## src/rtl/reg_stream_rx.sv

```systemverilog
// Receive side of a registered valid/ready stream: a DEPTH-entry circular buffer
// with handshakes driven only from registers, plus a saturating count of refused offers.
module reg_stream_rx #(
    parameter  int WIDTH = 8,
    parameter  int DEPTH = 4,
    localparam int CW    = $clog2(DEPTH) + 1
) (
    input  logic             clk,
    input  logic             rst_n,
    input  logic             in_valid,
    input  logic [WIDTH-1:0] in_data,
    output logic             in_ready,
    output logic             out_valid,
    output logic [WIDTH-1:0] out_data,
    input  logic             out_ready,
    output logic [CW-1:0]    count,
    output logic [7:0]       drop_cnt
);

    localparam int AW = $clog2(DEPTH);
    localparam logic [CW-1:0] FULL = CW'(DEPTH);

    logic [WIDTH-1:0] r_mem [DEPTH];
    logic [AW-1:0]    r_wp;
    logic [AW-1:0]    r_rp;
    logic [CW-1:0]    r_count;
    logic [7:0]       r_drop;
    logic             r_armed;

    logic w_push;
    logic w_pop;
    logic w_drop;

    function automatic logic [7:0] sat_inc(input logic [7:0] v);
        return (v == 8'hFF) ? v : v + 8'd1;
    endfunction

    // Handshake outputs come from registers only, so no input-to-ready path exists.
    assign in_ready  = r_armed && (r_count != FULL);
    assign out_valid = (r_count != '0);
    assign out_data  = r_mem[r_rp];
    assign count     = r_count;
    assign drop_cnt  = r_drop;

    assign w_push = in_valid && in_ready;
    assign w_pop  = out_valid && out_ready;
    assign w_drop = in_valid && r_armed && !in_ready;

    // Storage is deliberately not reset; it is unobservable while empty.
    always_ff @(posedge clk) begin
        if (w_push) begin
            r_mem[r_wp] <= in_data;
        end
    end

    always_ff @(posedge clk or negedge rst_n) begin
        if (!rst_n) begin
            r_wp    <= '0;
            r_rp    <= '0;
            r_count <= '0;
            r_drop  <= '0;
            r_armed <= 1'b0;
        end else begin
            r_armed <= 1'b1;
            if (w_push) begin
                r_wp <= r_wp + 1'b1;
            end
            if (w_pop) begin
                r_rp <= r_rp + 1'b1;
            end
            case ({w_push, w_pop})
                2'b10:   r_count <= r_count + 1'b1;
                2'b01:   r_count <= r_count - 1'b1;
                default: r_count <= r_count;
            endcase
            if (w_drop) begin
                r_drop <= sat_inc(r_drop);
            end
        end
    end

endmodule

```

## config.mk

```make
export PLATFORM = sky130hd
export DESIGN_NAME = reg_stream_rx
export DESIGN_NICKNAME = d
export VERILOG_FILES = /design/src/rtl/reg_stream_rx.sv
export SDC_FILE = /design/constraint.sdc
export NUM_CORES = 1
export LEC_CHECK = 0
export BUFFER_PORTS_ARGS = -buffer_cell sky130_fd_sc_hd__buf_2
export CAP_MARGIN = 20
export CORE_ASPECT_RATIO = 0.6
export CORE_MARGIN = 10
export CORE_UTILIZATION = 35
export CTS_CLUSTER_DIAMETER = 100
export CTS_CLUSTER_SIZE = 25
export DETAILED_ROUTE_END_ITERATION = 6
export MAX_ROUTING_LAYER = met4
export PLACE_DENSITY = 0.57
export SLEW_MARGIN = 20
export SYNTH_ARGS = -nofsm -noshare
export SYNTH_HDL_FRONTEND = slang
export SYNTH_SLANG_ARGS = --single-unit
export TNS_END_PERCENT = 1
```

## constraint.sdc

```tcl
create_clock -name clk -period 5.2 [get_ports clk]
set_input_delay 1.04 -clock clk [delete_from_list [all_inputs] [get_ports clk]]
set_output_delay 1.04 -clock clk [all_outputs]
set_load 0.02 [all_outputs]
```

==> summary.md <==
The logs give 1.79 ns for the data arrival time of the critical path and 0.00136 mm² for the area occupied by registers. The die is 79.2 µm tall. The tools report the number of buffers inserted to repair setup after CTS as 0. The share of total power consumed by net switching was 0.339; the synthesized netlist net count was 138. For the count of max-cap constraint violations, the log shows 0. For this design the ratio of total power to cell area is 500 mW/mm². The share of async-settable or async-resettable flops after synthesis works out to 0.333.

The run gives 0.00230 mm² as the placed instance area. The switching power was 0.408 mW; the routability-driven placement congestion ratio was 0.799. For the sequential share of power, the log shows 0.465.

The cell count of the worst reg-to-reg path is 10, and the number of max-slew violations in the final report is 0. The fraction of the cycle the final worst path needs is 0.544. Setup repair after global routing left no endpoint under its margin. The number of buffers on the longest clock path is 2, and the initial cell density of the core is 0.364. The site row count is 21, and the minimum period implied by the final worst setup slack is 2.83 ns. TritonCTS built the clock tree.

The detailed router placed 1082 vias in this run. Average detailed-routed wire length per instance: 15.6 µm. In the final layout, the multi-input gates occupy 646 µm². In this run the remaining antenna-violating nets after routing total 0.

The final-stage net count was 175; the required time reported for the critical path endpoint was 4.16 ns. After routing, the total negative slack on setup checks comes to 0 ns. Of all nets on the critical path, the largest fanout is 10. For this block, the initial DRC count from the detailed router was 70. The run finished with clean final reports. For this design, the sink count on the clock tree is 48. The number of synthesis warnings is 0. Relative slew slack: 0.594. For flop-to-flop paths, the worst setup slack is 2.96 ns. The combinational fraction of design power is 0.317, and the number of remaining DRC errors is 0.

Wires add up to 3.70 mm. The die outline area was 0.00940 mm²; the combined global-route utilization of all metal layers was 0.0870. The tools report the total of cells resized after clock tree synthesis as 0. The count of endpoints failing hold in the final timing report was 0; the end-of-flow core utilization was 0.428. Summed over all cells, the static leakage comes to 0.968 nW.

Compared with the post-synthesis result, the final layout area differs by 17.6%. Type of the tightest min-delay check: flip-flop to flip-flop. Counting flops with a built-in enable in the synthesized netlist gives 32.

The repair_antennas step left the layout with diodes totalling 0. The wire length of the first global-routing pass was 6.18 mm; the number of antenna violations at the first check in global routing was 0. The proportion of layout cells with a drive suffix above 1 came out at 0.357. Dividing the synthesized area by the synthesized cell count gives 17.2 µm². Summed over all layers, the global routing overflow is 0.

CTS built an H-tree with a depth of 2. On the final layout, the worst clock skew is 0.00721 ns. Internal power comes to 0.795 mW. The endpoint identified for the worst register-to-register timing path is count[2]. The endpoint class of the critical path was a primary output.

Port buffering added 32 buffers. Fill cells in the final layout number 525. In the routed layout, each cell is associated on average with a via count of 4.57. For hold timing, the worst endpoint is drop_cnt[0]. The gate count of the mapped netlist is 119.

The clock reaches the later pin of the worst-skew pair after 0.30 ns. Pin slew with the least headroom to its limit: 0.609 ns. The width of the die works out to 119 µm. The cell sitting at the root of the clock tree is a sky130_fd_sc_hd__clkbuf_8.

Entering global routing, the biggest net connects 17 pins. In this run the critical register-to-register path is launched from count[0]. The via count of the first global-routing pass was 1161.

Setup violations remaining at the end of the flow were counted as 0. The tools report the post-synthesis sequential area ratio as 0.665. After legalization and detailed placement, the total HPWL measured 2.76 mm. In this run, synthesis produced a sequential element count of 48. The worst setup path is launched from a flip-flop. After synthesis the cells add up to 0.00205 mm². The worst hold path stage count was 1; the total of hold buffers inserted after clock tree synthesis was 0. TritonCTS created 5 clock buffers. The count of unique library cells instantiated by Yosys was 28; the maximum frequency from static timing analysis was 354 MHz. 33 I/O pins were placed. Among all flip-flop cells after synthesis, the most frequent one is sky130_fd_sc_hd__edfxtp_1.

The proportion of power drawn by the clock network was 0.218. The startpoint identified for the worst hold timing path is drop_cnt[0]. First-pass iteration count of the detailed router: 3.

The critical path is of the flip-flop to primary output type. The core region is 0.00562 mm². The largest voltage drop on the vdd net is 0.248 mV, and the clock slew at the register clock pins of the worst setup and hold paths is 0.08 ns. With fillers left out, the area of the finished cells amounts to 0.00240 mm².
==> power groups by stage <==
stage	clock network (mW)	logic [mW]	registers, mW
after global routing	0.287	0.419	0.574
after floorplan	0	0.283	0.548
after detailed placement	0	0.388	0.570
after CTS	0.268	0.390	0.562
after global placement	0	0.378	0.562
final	0.262	0.381	0.559
==> per-stage QoR <==
stage	hold slack [ns]	setup slack [ns]	instances	power [mW]
floorplan	0.535	2.94	119	0.831
global placement	0.506	2.69	229	0.941
detailed placement	0.528	2.67	229	0.958
CTS	0.541	2.33	237	1.22
global route	0.561	2.23	237	1.28
finish	0.537	2.37	237	1.20
==> cell usage after synthesis (all sizes together) (2+ instances only) <==
cell type	number	share of area
mux4	8	0.088
nor2	5	0.0092
nand3	5	0.015
nor3	2	0.0098
dfrtp	16	0.20
and2	2	0.0073
ha	6	0.037
xor2	5	0.021
mux2	5	0.029
xnor2	5	0.021
nand2	4	0.0073
edfxtp	32	0.47
inv	8	0.015
buf	2	0.0043
and3	5	0.015
==> state kept, by name, indices dropped and copies added (netlist names) <==
| signal | flops |
|---|---|
| count | 3 |
| r_mem | 32 |
| r_armed | 1 |
| r_rp | 2 |
| r_wp | 2 |
| drop_cnt | 8 |
==> kinds of logic (layout without fill, tap and decap cells) <==
family,after synthesis,count (layout),synth area share
AOI/OAI and AO/OA,1,1,0.0128
xor gates and xnor gates,10,10,0.0428
adders and majority gates,7,7,0.0465
buffers and inverters,10,48,0.0190
DFF,48,48,0.665
muxes,14,14,0.122
other,1,1,0.00183
and+or+nand+nor,28,28,0.0893
==> placed cells by master (no fill, tap or decap), drive strengths merged, types with 2 or more instances in the layout <==
cell type,count
and2,2
and3,5
buf,32
clkbuf,6
dfrtp,16
edfxtp,32
ha,6
inv,8
mux2,5
mux4,8
nand2,4
nand3,5
nor2,5
nor3,2
xnor2,5
xor2,5
==> layout make-up <==
cell class              count  share of cell area
multi-input cells          61               0.268
inverters                   8              0.0125
flip-flops and latches     48               0.566
repair buffers             32              0.0666
well taps                  80              0.0416
clock inverters             2              0.0146
clock buffers               6              0.0302
==> per-layer routing <==
| layer | routed length, µm | global-route usage |
|---|---|---|
| met1 | 1850 | 0.108 |
| met2 | 1670 | 0.125 |
| met3 | 94 | 0.0219 |
| met4 | 92 | 0.0546 |
| met5 | 0 | - |
==> worst max-delay path by stage <==
| stage | depth (start not counted) | endpoint | slack [ns] | startpoint |
|---|---|---|---|---|
| 2_1_floorplan | 8 | count[2] | 2.94 | in_valid |
| 3_3_place_gp | 2 | out_data[0] | 2.69 | r_rp[0] |
| 3_5_place_dp | 2 | out_data[0] | 2.67 | r_rp[0] |
| 4_1_cts | 2 | out_data[0] | 2.33 | r_rp[0] |
| 5_1_grt | 2 | out_data[4] | 2.23 | r_rp[0] |
| 6_report | 2 | out_data[0] | 2.37 | r_rp[0] |
==> critical path, stage by stage, from the launching register on <==
cell	delay [ns]
sky130_fd_sc_hd__dfrtp_1	0.74
sky130_fd_sc_hd__mux4_2	0.58
sky130_fd_sc_hd__buf_2	0.17
Note: power is estimated with default switching activity, not from simulation.
